`src/rtl/magnitude_comparator_2bit.sv`:
```
// Registered magnitude comparator: one-hot eq/gt/lt flags one cycle after in_valid.
// SIGNED_CMP selects two's-complement instead of unsigned ordering.
module magnitude_comparator_2bit #(
  parameter int WIDTH      = 2,
  parameter bit SIGNED_CMP = 1'b0
) (
  input  logic             clk,
  input  logic             rst,
  input  logic             in_valid,
  input  logic [WIDTH-1:0] a,
  input  logic [WIDTH-1:0] b,
  output logic             out_valid,
  output logic             eq,
  output logic             gt,
  output logic             lt
);

  // Inverting the sign bit maps two's-complement order onto unsigned order,
  // so one unsigned comparator serves both modes.
  localparam logic [WIDTH-1:0] SIGN_MASK =
    SIGNED_CMP ? (WIDTH'(1) << (WIDTH - 1)) : '0;

  logic [WIDTH-1:0] a_cmp;
  logic [WIDTH-1:0] b_cmp;
  logic             eq_d, gt_d, lt_d;
  logic             eq_q, gt_q, lt_q;
  logic             valid_q;

  always_comb begin
    // NOTE: every always_comb output gets a default first so no path can infer a latch.
    eq_d  = 1'b0;
    gt_d  = 1'b0;
    lt_d  = 1'b0;
    a_cmp = a ^ SIGN_MASK;
    b_cmp = b ^ SIGN_MASK;
    if (a_cmp == b_cmp)     eq_d = 1'b1;
    else if (a_cmp > b_cmp) gt_d = 1'b1;
    else                    lt_d = 1'b1;
  end

  // Flags hold their last result while in_valid is low; only out_valid drops.
  always_ff @(posedge clk) begin
    // NOTE: sequential state uses non-blocking assignments so all registers update together.
    if (rst) begin
      valid_q <= 1'b0;
      eq_q    <= 1'b0;
      gt_q    <= 1'b0;
      lt_q    <= 1'b0;
    end else begin
      valid_q <= in_valid;
      if (in_valid) begin
        eq_q <= eq_d;
        gt_q <= gt_d;
        lt_q <= lt_d;
      end
    end
  end

  assign out_valid = valid_q;
  assign eq        = eq_q;
  assign gt        = gt_q;
  assign lt        = lt_q;

endmodule

```
`config.mk`:
```
export PLATFORM = sky130hd
export DESIGN_NAME = magnitude_comparator_2bit
export DESIGN_NICKNAME = d
export VERILOG_FILES = /design/src/rtl/magnitude_comparator_2bit.sv
export SDC_FILE = /design/constraint.sdc
export NUM_CORES = 1
export LEC_CHECK = 0
export ABC_AREA = 1
export BUFFER_PORTS_ARGS = -buffer_cell sky130_fd_sc_hd__buf_2
export CAP_MARGIN = 20
export CORE_AREA = 2 2 39 41
export DETAILED_ROUTE_END_ITERATION = 10
export DIE_AREA = 0 0 41 43
export PLACE_DENSITY = 0.37
export SYNTH_ARGS = -nofsm -noshare
export SYNTH_HDL_FRONTEND = slang
export SYNTH_SLANG_ARGS = --single-unit
```
`constraint.sdc`:
```
create_clock -name clk -period 1.1 [get_ports clk]
set_clock_uncertainty 0.15 [all_clocks]
set_input_delay 0.22 -clock clk [delete_from_list [all_inputs] [get_ports clk]]
set_output_delay 0.22 -clock clk [all_outputs]
set_load 0.02 [all_outputs]
```
## Word-level counts from Yosys, hierarchy flattened

Cells that the tools add are included.

| operators by class | value |
|---|---|
| muxes and demuxes | 5 |
| eq/ne operators | 1 |
| magnitude comparators | 1 |

Operators with widths:

| operator | count |
|---|---|
| two-way mux 1 bit | 5 |
| == test 2 bit | 1 |
| greater-than comparator 2 bit | 1 |

| word-level totals | value |
|---|---|
| word-level logic and storage cells | 11 |
| flip-flop bits (word level) | 4 |
| input bits | 7 |

## Depth between registers and ports, before layout

| logic depth | value |
|---|---|
| depth in word-level cells | 3 |
| gate-level depth with buffers | 8 |
| mapped depth without buffers | 8 |

## Least setup slack after synthesis

No wires, ideal clock.

| timing path | value |
|---|---|
| path type | input port to flip-flop |
| start | in a[0] |
| end | reg gt_q, in the netlist gt |
| arrival time | 0.825 ns |
| stages | 7 |
| slack | 0.059 ns |
| data required time | 0.884 ns |
| path through | inv_1 ha_1 nand2_1 nand2_1 inv_1 nand2_1 a21oi_2 |

| between the ends | value |
|---|---|
| longest elaborated chain between the ends | 3 |
| elaborated cells on any way between the ends | 4 |

Ends and longest elaborated chain:

| what | line | text |
|---|---|---|
| start, declared | 10 | `input logic [WIDTH-1:0] a,` |
| greater-than comparator 2 bit | 37 | `else if (a_cmp > b_cmp) gt_d = 1'b1;` |
| two-way mux 1 bit | 37 |  |
| two-way mux 1 bit * | 36 | `if (a_cmp == b_cmp) eq_d = 1'b1;` |
| end signal, assigned | 53 | `gt_q <= gt_d;` |
| end, declared | 26 | `logic eq_q, gt_q, lt_q;` |

Mark *: on every way between the ends. The rest lies on a longest branch, timed or not.
A chain may end at the register's enable or synchronous reset.

## Final worst setup path

| timing path | value |
|---|---|
| start | reg lt_q, in the netlist lt |
| end | out lt |

RTL lines:

| what | line | text |
|---|---|---|
| start, declared | 26 |  |
| start signal, assigned | 54 | `lt_q <= lt_d;` |
| end, declared | 15 | `output logic lt` |

No word-level cell between the ends.

==> flow_summary.ini <==
[status]
status = finished clean

[clock_network]
hold_buffers = 0
clk_latency_ps = 230
cts_tree = done
cts_root_buf = clkbuf_4
path_clk_slew_ps = 40
cts.path.max_buffers = 2
postCtsSetupBuffers = 0
numCtsBuffers = 3
clock-sinks = 4
cts_max_level = 1

[sta]
fin_setup_tns_ps = 0
fin_crit_sh_pct = 96.2
setup_viol = 0
finalHoldViolations = 0
fmax_mhz = 945
min_period_ps = 1060
max_slew_margin_pct = 89.1
worstMarginPinSlew_ps = 162
drv_slew = 0
grt_setup_unrepaired = no

[yosys]
ys_warn_count = 0
syn_nets = 36
yosys_register_bits = 4
avgSynthCellArea_sq_um = 7.04
yosysTopAreaCell = dfxtp_1
yosys.area.top_type_share_pct = 42.1
postSynthCellCount = 27
yosysSeqAreaShare_pct = 42.1
syn-cell-area_sq_um = 190
synthTopCellsByArea = dfxtp_1 42%, inv_1 14%, ha_1 13%, nand2_1 12%, nor2_1 12%
synthDistinctLibCells = 7

[place]
hpwl_microns = 320
placement.io_buffers = 10
gp_congestion = 0.674
placedCellCount = 53

[critical_path]
path_buf_inv = 1
cp.required_ps = 730
worst-endpoint-arrival_ps = 690
path_delay_family = flip-flops
start_kind = flop
critPathSlowestCell = dfxtp_1
cp-end-kind = primary output
path_class = reg2out
crit_fanout = 2
crit_chain = buf_4
slowest_delay_ps = 320

[drt]
drc_errors = 0
via_per_inst = 3.41
dr.pass1.iters = 4
drtIter0Drc = 4
routed_wl_microns = 417
vias = 191
antenna_left = 0
post_drt_wl_per_cell_microns = 7.45

[floorplanning]
num_rows = 14
core_sq_um = 1380
die_y_microns = 43
initial_core_util_pct = 13.7
dieArea_sq_um = 1760
die_x_microns = 41
io_pins = 11

[global_route]
antenna_found_initial = 0
grt_max_degree = 5
grtUsageTotal_pct = 6.53
grt_pass1_wl_microns = 690
grt_overflow_total = 0
first_global_vias = 170

[pwr]
ir_drop_uv = 498
p_per_area_nw_per_um2 = 1420
leakagePower_nw = 0.167

[cells_and_area]
n_fill_cell = 163
most-common-layout-cells = 7 x inv_1, 7 x buf_2, 6 x nand2_1, 6 x nor2_1, 3 x clkbuf_4
syn_to_final_growth_pct = 57.9
antenna_cells = 0
utilization_pct = 21.7
fin_cells = 56
drive_above_1_share_pct = 40.0
nets = 51

[min_path]
hold_path_class = in2reg

[run]
drv_cap = 0
==> state kept, by name, indices dropped and copies added, names as in the netlist <==
signal	cells
eq	1
gt	1
out_valid	1
lt	1
==> cell usage after synthesis <==
master,number
nand2_1,6
a21oi_2,1
inv_1,7
nor3_1,1
nor2_1,6
dfxtp_1,4
ha_1,2
==> through the flow <==
step | area [sq um] | power [mW] | hold WS [ps] | worst slack [ps]
floorplan | 190 | 0.205 | 132 | 58.7
global placement | 260 | 0.234 | 290 | -87.8
detailed placement | 260 | 0.234 | 291 | -97.6
CTS | 285 | 0.430 | 38.2 | 4.81
global route | 300 | 0.465 | 32.3 | 6.11
finish | 300 | 0.425 | 36.9 | 42.3
==> area by class of cell <==
| cell class | count | area (sq um) | share of cell area, % |
|---|---|---|---|
| Multi-Input combinational cell | 16 | 83.8 | 27.9 |
| Sequential cell | 4 | 82.6 | 27.5 |
| Timing Repair Buffer | 10 | 65.1 | 21.7 |
| Inverter | 7 | 26.3 | 8.75 |
| Clock buffer | 3 | 22.5 | 7.50 |
| Tap cell | 16 | 20.0 | 6.67 |
==> path summary, 6_finish.rpt <==
check | cells past startpoint | slack [ps] | start | to
max reg2reg | 2 | 320 | eq$_SDFFE_PP0P_ | eq$_SDFFE_PP0P_
max | 1 | 40 | lt$_SDFFE_PP0P_ | lt
min | 2 | 40 | rst | gt$_SDFFE_PP0P_
min reg2reg | 2 | 340 | gt$_SDFFE_PP0P_ | gt$_SDFFE_PP0P_
==> what timing repair did <==
action | 4_1_cts | 5_1_grt
pin swaps | 0 | 0
gates resized for setup | 1 | 6
setup endpoints to repair | 1 | 3
==> metal layers <==
layer / share of wire [%] / vias up / global-route usage (%) / wire length (microns)
met5: 0 / - / 0 / 0
met4: 0 / 0 / 0 / 0
met3: 17 / 0 / 9.42 / 69
met2: 40 / 8 / 7.50 / 165
met1: 44 / 78 / 7.40 / 182
li1: - / 105 / - / -
==> cells by family after synthesis <==
| logic type | synth area share [%] |
|---|---|
| compound gates | 4.61 |
| simple gates | 26.3 |
| fa+ha+maj | 13.2 |
| flops | 42.1 |
| buf+inv | 13.8 |
==> power by group <==
part           internal, mW  leakage [nW]  switching (mW)
combinational        0.0362         0.120          0.0428
clock                 0.122        0.0138          0.0619
sequential            0.157        0.0337         0.00536
total                 0.315         0.167           0.110
(Power assumes the default switching activity.)
